## config.mk

```make
export PLATFORM = sky130hd
export DESIGN_NAME = sample_dispatcher_flat
export DESIGN_NICKNAME = d
export VERILOG_FILES = /design/src/rtl/multicore_pkg.sv /design/src/rtl/sample_dispatcher_if.sv /design/src/rtl/sample_dispatcher_fifo.sv /design/src/rtl/sample_dispatcher.sv /design/src/flat_wrapper.sv
export SDC_FILE = /design/constraint.sdc
export NUM_CORES = 1
export LEC_CHECK = 0
export BUFFER_PORTS_ARGS = -buffer_cell sky130_fd_sc_hd__buf_2
export CAP_MARGIN = 10
export CELL_PAD_IN_SITES_DETAIL_PLACEMENT = 2
export CELL_PAD_IN_SITES_GLOBAL_PLACEMENT = 2
export CORE_AREA = 2 2 199 143
export DETAILED_ROUTE_END_ITERATION = 10
export DIE_AREA = 0 0 201 145
export PLACE_DENSITY = 0.81
export RECOVER_POWER = 100
export SYNTH_ARGS = -nofsm -noshare
export SYNTH_HDL_FRONTEND = slang
export SYNTH_SLANG_ARGS = --single-unit
```

## constraint.sdc

```tcl
create_clock -name clk -period 4.48 [get_ports clk]
set_input_delay 0.896 -clock clk [delete_from_list [all_inputs] [get_ports clk]]
set_output_delay 0.896 -clock clk [all_outputs]
set_load 0.01 [all_outputs]
```

## src/rtl/multicore_pkg.sv

```systemverilog
// rtl/multicore_pkg.sv - shared widths, request code and sample type for the multicore array
package multicore_pkg;

    localparam int DATA_W     = 19;
    localparam int REQ_W      = 4;
    localparam int N_CORES    = 30;
    localparam int FIFO_DEPTH = 8;

    localparam logic [3:0] REQ_NONE = 4'd0;

    typedef logic signed [DATA_W-1:0] sample_t;

endpackage

```

## src/rtl/sample_dispatcher_if.sv

```systemverilog
// rtl/sample_dispatcher_if.sv - upstream sample stream, per-core request bus and shared sample bus
interface sample_dispatcher_if #(
    parameter int DATA_W  = 19,
    parameter int REQ_W   = 4,
    parameter int N_CORES = 30,
    parameter int DEPTH   = 8
);

    logic signed [DATA_W-1:0]      s_data;
    logic                          s_valid;
    logic                          s_ready;
    logic [N_CORES*REQ_W-1:0]      req_in;
    logic signed [DATA_W-1:0]      in;
    logic                          in_valid;
    logic [$clog2(DEPTH):0]        fifo_count;

    // master: upstream producer plus the core array; slave: the dispatcher
    modport master (
        output s_data, s_valid, req_in,
        input  s_ready, in, in_valid, fifo_count
    );

    modport slave (
        input  s_data, s_valid, req_in,
        output s_ready, in, in_valid, fifo_count
    );

endinterface

```

## src/rtl/sample_dispatcher_fifo.sv

```systemverilog
// rtl/sample_dispatcher_fifo.sv - synchronous sample FIFO with extra-bit pointers
module sample_fifo #(
    parameter int DEPTH  = 8,
    parameter int DATA_W = 19,
    localparam int AW    = $clog2(DEPTH)
) (
    input  logic                     clk,
    input  logic                     rst_n,
    input  logic                     i_push,
    input  logic signed [DATA_W-1:0] i_data,
    input  logic                     i_pop,
    output logic signed [DATA_W-1:0] o_head,
    output logic                     o_full,
    output logic                     o_empty,
    output logic [AW:0]              o_count
);

    logic [AW:0]              r_wr_ptr;
    logic [AW:0]              r_rd_ptr;
    logic signed [DATA_W-1:0] r_mem [DEPTH];
    logic                     w_do_push;
    logic                     w_do_pop;

    // pointers carry one bit beyond the index so full and empty differ only in the MSB
    assign o_empty   = (r_wr_ptr == r_rd_ptr);
    assign o_full    = (r_wr_ptr[AW-1:0] == r_rd_ptr[AW-1:0]) && (r_wr_ptr[AW] != r_rd_ptr[AW]);
    assign o_count   = r_wr_ptr - r_rd_ptr;
    assign o_head    = r_mem[r_rd_ptr[AW-1:0]];
    assign w_do_push = i_push && !o_full;
    assign w_do_pop  = i_pop && !o_empty;

    always_ff @(posedge clk or negedge rst_n) begin
        if (!rst_n) begin
            r_wr_ptr <= '0;
            r_rd_ptr <= '0;
        end else begin
            if (w_do_push) r_wr_ptr <= r_wr_ptr + 1'b1;
            if (w_do_pop)  r_rd_ptr <= r_rd_ptr + 1'b1;
        end
    end

    always_ff @(posedge clk) begin
        if (w_do_push) r_mem[r_wr_ptr[AW-1:0]] <= i_data;
    end

endmodule

```

## src/rtl/sample_dispatcher.sv

```systemverilog
// rtl/sample_dispatcher.sv - serves buffered samples onto the shared core bus on request
module sample_dispatcher #(
    parameter int N_CORES = multicore_pkg::N_CORES,
    parameter int REQ_W   = multicore_pkg::REQ_W,
    parameter int DATA_W  = multicore_pkg::DATA_W,
    parameter int DEPTH   = multicore_pkg::FIFO_DEPTH
) (
    input  logic                clk,
    input  logic                rst_n,
    sample_dispatcher_if.slave  bus,
    input  logic                clr,
    output logic                underrun,
    output logic [15:0]         underrun_cnt,
    output logic [31:0]         served_cnt
);

    import multicore_pkg::*;

    logic                     w_req_any;
    logic                     w_full;
    logic                     w_empty;
    logic signed [DATA_W-1:0] w_head;
    logic [$clog2(DEPTH):0]   w_count;
    logic                     w_consume;
    logic                     w_starved;
    logic                     w_prime;
    logic                     w_pop;

    logic signed [DATA_W-1:0] r_in;
    logic                     r_in_valid;
    logic                     r_underrun;
    logic [15:0]              r_underrun_cnt;
    logic [31:0]              r_served_cnt;

    // several cores asking in the same cycle still take a single sample
    always_comb begin
        w_req_any = 1'b0;
        for (int k = 0; k < N_CORES; k++) begin
            if (bus.req_in[k*REQ_W +: REQ_W] != REQ_W'(REQ_NONE)) w_req_any = 1'b1;
        end
    end

    assign w_consume = w_req_any && r_in_valid;
    assign w_starved = w_req_any && !r_in_valid;
    assign w_prime   = !w_req_any && !r_in_valid && !w_empty;
    assign w_pop     = (w_consume && !w_empty) || w_prime;

    sample_fifo #(
        .DEPTH  (DEPTH),
        .DATA_W (DATA_W)
    ) u_fifo (
        .clk     (clk),
        .rst_n   (rst_n),
        .i_push  (bus.s_valid),
        .i_data  (bus.s_data),
        .i_pop   (w_pop),
        .o_head  (w_head),
        .o_full  (w_full),
        .o_empty (w_empty),
        .o_count (w_count)
    );

    always_ff @(posedge clk or negedge rst_n) begin
        if (!rst_n) begin
            r_in       <= '0;
            r_in_valid <= 1'b0;
        end else begin
            if (w_pop) r_in <= w_head;
            if (w_consume && w_empty) r_in_valid <= 1'b0;
            else if (w_prime)         r_in_valid <= 1'b1;
        end
    end

    // clr outranks any same-cycle serve or underrun event
    always_ff @(posedge clk or negedge rst_n) begin
        if (!rst_n) begin
            r_underrun     <= 1'b0;
            r_underrun_cnt <= '0;
            r_served_cnt   <= '0;
        end else if (clr) begin
            r_underrun     <= 1'b0;
            r_underrun_cnt <= '0;
            r_served_cnt   <= '0;
        end else begin
            if (w_consume) r_served_cnt <= r_served_cnt + 32'd1;
            if (w_starved) begin
                r_underrun <= 1'b1;
                if (r_underrun_cnt != 16'hFFFF) r_underrun_cnt <= r_underrun_cnt + 16'd1;
            end
        end
    end

    assign bus.s_ready    = !w_full;
    assign bus.in         = r_in;
    assign bus.in_valid   = r_in_valid;
    assign bus.fifo_count = w_count;
    assign underrun       = r_underrun;
    assign underrun_cnt   = r_underrun_cnt;
    assign served_cnt     = r_served_cnt;

endmodule

```

## src/flat_wrapper.sv

```systemverilog
// flat-port wrapper written by rule: the top's interface ports become plain ports
module sample_dispatcher_flat import multicore_pkg::*;
#(
    parameter int N_CORES = multicore_pkg::N_CORES,
    parameter int REQ_W   = multicore_pkg::REQ_W,
    parameter int DATA_W  = multicore_pkg::DATA_W,
    parameter int DEPTH   = multicore_pkg::FIFO_DEPTH
)
  (clk, rst_n, clr, underrun, underrun_cnt, served_cnt, bus_s_data, bus_s_valid, bus_req_in, bus_s_ready, bus_in, bus_in_valid, bus_fifo_count);
  sample_dispatcher_if #(.DATA_W(DATA_W), .REQ_W(REQ_W), .N_CORES(N_CORES), .DEPTH(DEPTH)) bus_i ();
  input  logic clk;
  input  logic rst_n;
  input  logic clr;
  output logic underrun;
  output logic [15:0] underrun_cnt;
  output logic [31:0] served_cnt;
  input wire logic [$bits(bus_i.s_data)-1:0] bus_s_data;
  input wire logic [$bits(bus_i.s_valid)-1:0] bus_s_valid;
  input wire logic [$bits(bus_i.req_in)-1:0] bus_req_in;
  output wire logic [$bits(bus_i.s_ready)-1:0] bus_s_ready;
  output wire logic [$bits(bus_i.in)-1:0] bus_in;
  output wire logic [$bits(bus_i.in_valid)-1:0] bus_in_valid;
  output wire logic [$bits(bus_i.fifo_count)-1:0] bus_fifo_count;
  assign bus_i.s_data = bus_s_data;
  assign bus_i.s_valid = bus_s_valid;
  assign bus_i.req_in = bus_req_in;
  assign bus_s_ready = bus_i.s_ready;
  assign bus_in = bus_i.in;
  assign bus_in_valid = bus_i.in_valid;
  assign bus_fifo_count = bus_i.fifo_count;
  sample_dispatcher #(.N_CORES(N_CORES), .REQ_W(REQ_W), .DATA_W(DATA_W), .DEPTH(DEPTH)) u_core (.clk(clk), .rst_n(rst_n), .bus(bus_i), .clr(clr), .underrun(underrun), .underrun_cnt(underrun_cnt), .served_cnt(served_cnt));
endmodule
```

After elaboration in Yosys (flattened, before gate mapping)
Memories as Yosys holds them, arrays and structs flattened. A register that Yosys moved wholly into a read port is not among the register bits.
Index checks and enable logic that the tools add are counted.
- equal/unequal tests: 4
- shift operators: 0
- bitwise gates (word level): 0
- order comparisons: 0
- muxes and demuxes: 41
- add/sub/neg operators: 5
- multiply operators: 0
- div/mod/pow operators: 0
- reductions and logical operators: 50
- operators with widths (kind ; count):
    4-bit nonzero test ; 30
    32-bit 2-to-1 mux ; 2
    16-bit 2-to-1 mux ; 3
    1-bit 2-to-1 mux ; 36
    32-bit by 1-bit adder with 32-bit output (second input constant) ; 1
    16-bit by 1-bit adder with 16-bit output (second input constant) ; 1
    16-bit inequality test (second input constant) ; 1
    1-bit logical AND ; 9
    4-bit by 1-bit adder with 4-bit output (second input constant) ; 2
    2-bit nonzero test ; 4
    1-bit logical NOT ; 5
    4-bit == test ; 1
    4-bit subtractor ; 1
    3-bit == test ; 1
    2-bit AND reduction ; 1
    1-bit logical OR ; 1
    1-bit inequality test ; 1
- input bits: 143
- latch bits: 0
- logic and storage cells: 107
- bits in read-only memories: 0
- RAM bits: 152
- memories kept: 1
- output and inout port bits: 74
- bits in registers: 58
- memory list (memory ; words ; bits a word ; rd ports ; clocked after memory_dff ; wr ports ; line ; text):
    u_core.u_fifo.r_mem ; 8 ; 19 ; 1 ; 1 ; 1 ; sample_dispatcher_fifo.sv:20 ; logic signed [DATA_W-1:0] r_mem [DEPTH];

Logic depth before layout (Yosys ltp)
- depth after elaboration: 36
- mapped depth: 9

Hierarchy
From an unflattened synthesis, not the netlist that was laid out.
- cell total of the unflattened synthesis: 708
- area, all modules: 10144.7 sq um
- modules (own cells, without submodules) (module ; sequential area each (sq um) ; area each (sq um) ; instances ; cells an instance):
    sample_fifo ; 4764.6 ; 6297.3 ; 1 ; 319
    sample_dispatcher ; 1726.7 ; 3847.4 ; 1 ; 389

Least setup slack after synthesis
No wires, ideal clock.
- path type: reg2reg
- start: register u_core.u_fifo.r_rd_ptr[1]
- end: memory u_core.u_fifo.r_mem[0][0] (enable)
- clock period less this slack: 3.492 ns
- path buffers: 2
- setup slack: 0.988 ns
- stages on the path, launching flop included: 9
- data arrival time: 3.073 ns
- cells stage by stage: dfrtp_1 > clkbuf_1 > clkbuf_1 > inv_1 > ha_1 > nand3_1 > nand2b_1 > nand3_1 > nor3_1
- longest elaborated chain between the ends: 6
- RTL lines (element ; line ; text):
    start, declared ; sample_dispatcher_fifo.sv:19 ; logic [AW:0] r_rd_ptr;
    start signal, assigned ; sample_dispatcher_fifo.sv:38 ; if (w_do_pop) r_rd_ptr <= r_rd_ptr + 1'b1;
    3-bit == test ; sample_dispatcher_fifo.sv:26 ; assign o_full = (r_wr_ptr[AW-1:0] == r_rd_ptr[AW-1:0]) && (r_wr_ptr[AW] != r_rd_ptr[AW]);
    1-bit logical AND ; sample_dispatcher_fifo.sv:26 ;
    1-bit logical NOT ; -- ;
    named net bus_s_ready ; flat_wrapper.sv:20 ; output wire logic [$bits(bus_i.s_ready)-1:0] bus_s_ready;
    1-bit logical AND ; sample_dispatcher_fifo.sv:29 ; assign w_do_push = i_push && !o_full;
    1-bit 2-to-1 mux ; sample_dispatcher_fifo.sv:43 ; if (w_do_push) r_mem[r_wr_ptr[AW-1:0]] <= i_data;
    1-bit 2-to-1 mux (implied by the code) ; sample_dispatcher_fifo.sv:43 ;
    end, declared ; sample_dispatcher_fifo.sv:20 ;
The timed path passes the listed nets, and every way through them passes these cells.

Final worst setup path
- start: register u_core.u_fifo.r_wr_ptr[1]
- end: memory u_core.u_fifo.r_mem[6][17] (enable)
- longest elaborated chain between the ends: 6
- RTL lines (element ; line ; text):
    start, declared ; sample_dispatcher_fifo.sv:18 ; logic [AW:0] r_wr_ptr;
    start signal, assigned ; sample_dispatcher_fifo.sv:37 ; if (w_do_push) r_wr_ptr <= r_wr_ptr + 1'b1;
    3-bit == test ; sample_dispatcher_fifo.sv:26 ;
    1-bit logical AND ; sample_dispatcher_fifo.sv:26 ;
    1-bit logical NOT ; sample_dispatcher_fifo.sv:29 ;
    1-bit logical AND ; sample_dispatcher_fifo.sv:29 ;
    1-bit 2-to-1 mux ; sample_dispatcher_fifo.sv:43 ;
    1-bit 2-to-1 mux (implied by the code) ; sample_dispatcher_fifo.sv:43 ;
Several ways; a longest one is shown, not always the timed one.

==> impl_metrics.yaml <==
pwr:
  p_int_mw: 3.77
  power_leakage_nw: 4.43
  power_mw: 5.08
  pwr_density_cell_mw_per_mm2: 422
  pwr-share-clk_pct: 36.5
  switching_share_pct: 25.9
  power_switching_mw: 1.32
  p_comb_share_pct: 12.4
  seq_power_share_pct: 51.1
  ir_worst_vdd_mv: 0.261
clock_network:
  htreeDepth: 1
  clock_path_buffers: 3
  clock_latency_ps: 510
  cts.reportedPaths.clkPinSlew_ps: 60
  cts_root_buf: "clkbuf_16"
  cts_tree: "yes"
  cts_made_buffers: 25
  cts_resized: 0
  post_cts_buffers: 0
  cts_hold_buf: 0
  cts.sinks: 229
layout:
  mostFrequentLayoutCell: "edfxtp_1"
  drive_gt1_share_pct: 22.9
  syn2layout_area_growth_pct: 21.2
  fin_nets: 1089
  instances_no_fill: 1328
  final_cell_mix: "152 x edfxtp_1, 123 x buf_2, 117 x clkbuf_1"
detailed_routing:
  vias_per_cell: 5.40
  wl_um: 32100
  dr.pass1.iters: 4
  vias: 7177
  drt_iter0_markers: 325
  wl_per_cell_um: 24.1
  drcViolationCount: 0
  antenna_left: 0
sta:
  final.setup.tns_ps: 0
  post-route-min-period_ps: 3610
  hold_slack_ps: 492
  fin_skew_ps: 13.3
  max_freq_mhz: 277
  finalHoldViolCount: 0
  finalCritPeriodShare_pct: 80.6
  rsz0062_at_grt: "no"
  max_slew.worst_pin.slew_ps: 2950
  setup_viol: 0
  slew_violations: 80
  relSlewSlack_pct: -96.9
synth:
  ys_warn_count: 0
  synthDistinctLibCells: 48
  ys.flop_type: "edfxtp_1"
  async_reset_ff_share_pct: 33.6
  yosys.area_share.simple_pct: 13.4
  synth_edf_count: 152
  synthMuxAreaShare_pct: 11.3
  yosys.area_share.adder_pct: 1.08
  synth_top_family_by_area: "simple AND/OR/NAND/NOR gates"
  synthXorXnorAreaFrac_pct: 1.15
  synth_compound_area_share_pct: 5.79
  synthCells: 705
  synthesis.nets: 856
  syn_area_per_cell_um2: 14.1
  netlist_area_mm2: 0.00994
  ys_ff_latch: 229
  yosysSeqAreaShare_pct: 65.3
placement:
  place_congestion: 0.768
  portBuffers: 216
  placed_cells: 1282
  place_hpwl_um: 22700
worst_setup_path:
  path_cells: "ha_1 -> nand3_1 -> nand2b_1 -> nand3_1 -> nor2_1 -> clkbuf_1"
  cp_top_family: "simple AND/OR/NAND/NOR gates"
  slowest_stage: "nor2_1"
  crit_fanout: 11
  critPathMaxStageDelay_ps: 880
  setup.worst_path.start: "u_core.u_fifo.r_wr_ptr[1]"
  worstPathArrival_ps: 3730
  worstSetupEndpointType: "flip-flop"
  timing_worst_setup_path_type: "reg2reg"
  crit_top_cell: "nand3_1"
  cp_num_buf_inv: 1
  worst_r2r_startpoint: "u_core.u_fifo.r_wr_ptr[1]"
  required_ps: 4600
  critPathLaunchType: "flip-flop"
hold_path:
  hold_path.startpoint: "u_core.bus.in[14]"
  min_path_type: "reg2reg"
global_route:
  track_usage_pct: 22.2
  grt.overflow.total: 0
  grt_max_degree: 47
  grt_pass1_vias: 8048
  grt_first_pass_wirelength_um: 49900
  grt_antenna_before_repair: 2
status:
  status: "finished, violations left"
  violations: "capacitance limit, slew limit"
floorplanning:
  num_rows: 51
  die_w_um: 201
  die_area_mm2: 0.0291
  coreArea_mm2: 0.0272
  io_pins: 217
  die_h_um: 145
  start_util_pct: 36.5
flow_run:
  maxCapViolations: 4
-- power by group through the flow --
| stage | registers [mW] | logic (mW) | clock network, mW |
|---|---|---|---|
| floorplan | 2.59 | 0.311 | 0 |
| global placement | 2.60 | 0.615 | 0 |
| detailed placement | 2.63 | 0.675 | 0 |
| CTS | 2.59 | 0.681 | 1.90 |
| global route | 2.61 | 0.686 | 1.98 |
| finish | 2.60 | 0.632 | 1.85 |
-- routing by layer --
layer	vias up	part of all wire (%)	global-route usage (%)
met4	2	2.0	5.19
met1	3779	44	29.6
met5	-	0.041	0
met2	151	50	38.1
li1	3199	-	-
met3	46	3.9	3.68
-- cell families (layout without fill, tap and decap cells) --
group           Yosys count  count (layout)
compound gates           94              94
xor+xnor                 13              13
buf+inv                  45             296
flops                   229             229
other cells               0               1
simple gates            254             254
mux                      62              62
fa+ha+maj                 8               8
-- worst paths after layout --
kind | endpoint | slack, ps | depth (start not counted)
max | u_core.u_fifo.r_mem[6][17] | 870 | 6
min | u_core.bus.in[14] | 490 | 1
max reg2reg | u_core.u_fifo.r_mem[6][17] | 870 | 6
min reg2reg | u_core.bus.in[14] | 490 | 1
max in group asynchronous | u_core.u_fifo.r_rd_ptr[0] | 1230 | 1
min in group asynchronous | u_core.served_cnt[31] | 1340 | 1
-- state kept, by name (all words and copies together), names as in the netlist --
register / flops
u_core.bus.in: 19
u_core.bus.in_valid: 1
u_core.served_cnt: 32
u_core.u_fifo.r_mem: 152
u_core.u_fifo.r_rd_ptr: 4
u_core.u_fifo.r_wr_ptr: 4
u_core.underrun: 1
u_core.underrun_cnt: 16
-- area by class of cell --
cell class	instances	area, um^2
Fill cell	2778	15200
Multi-Input combinational cell	431	3240
Clock inverter	6	27.5
Antenna cell	1	2.50
Tap cell	371	464
Timing Repair Buffer	238	1080
Sequential cell	229	6490
Clock buffer	39	688
Inverter	13	48.8
-- synthesized netlist by cell type (all sizes together) (10+ instances only) --
cell type  number  area share (%)
nor2           25            0.94
mux4           38             8.6
dfrtp          77              19
nand2          87             3.3
nand4          19             1.2
a21oi          42             2.2
nand3          27             1.4
or4            10            0.76
nor4           34             2.3
inv            13            0.49
clkbuf         19            0.72
edfxtp        152              46
or3            15            0.94
mux2           24             2.7
o21ai          25             1.3
buf            13            0.79
-- stage by stage --
step	setup WS [ps]	cell area [um^2]	util, %
after floorplan	988	9940	-
after CTS	1350	12200	45.0
after detailed placement	923	11500	42.3
after global placement	1030	11500	42.3
after global routing	651	12000	44.2
final	870	12000	44.2
Power figures use the tool's default switching activity.
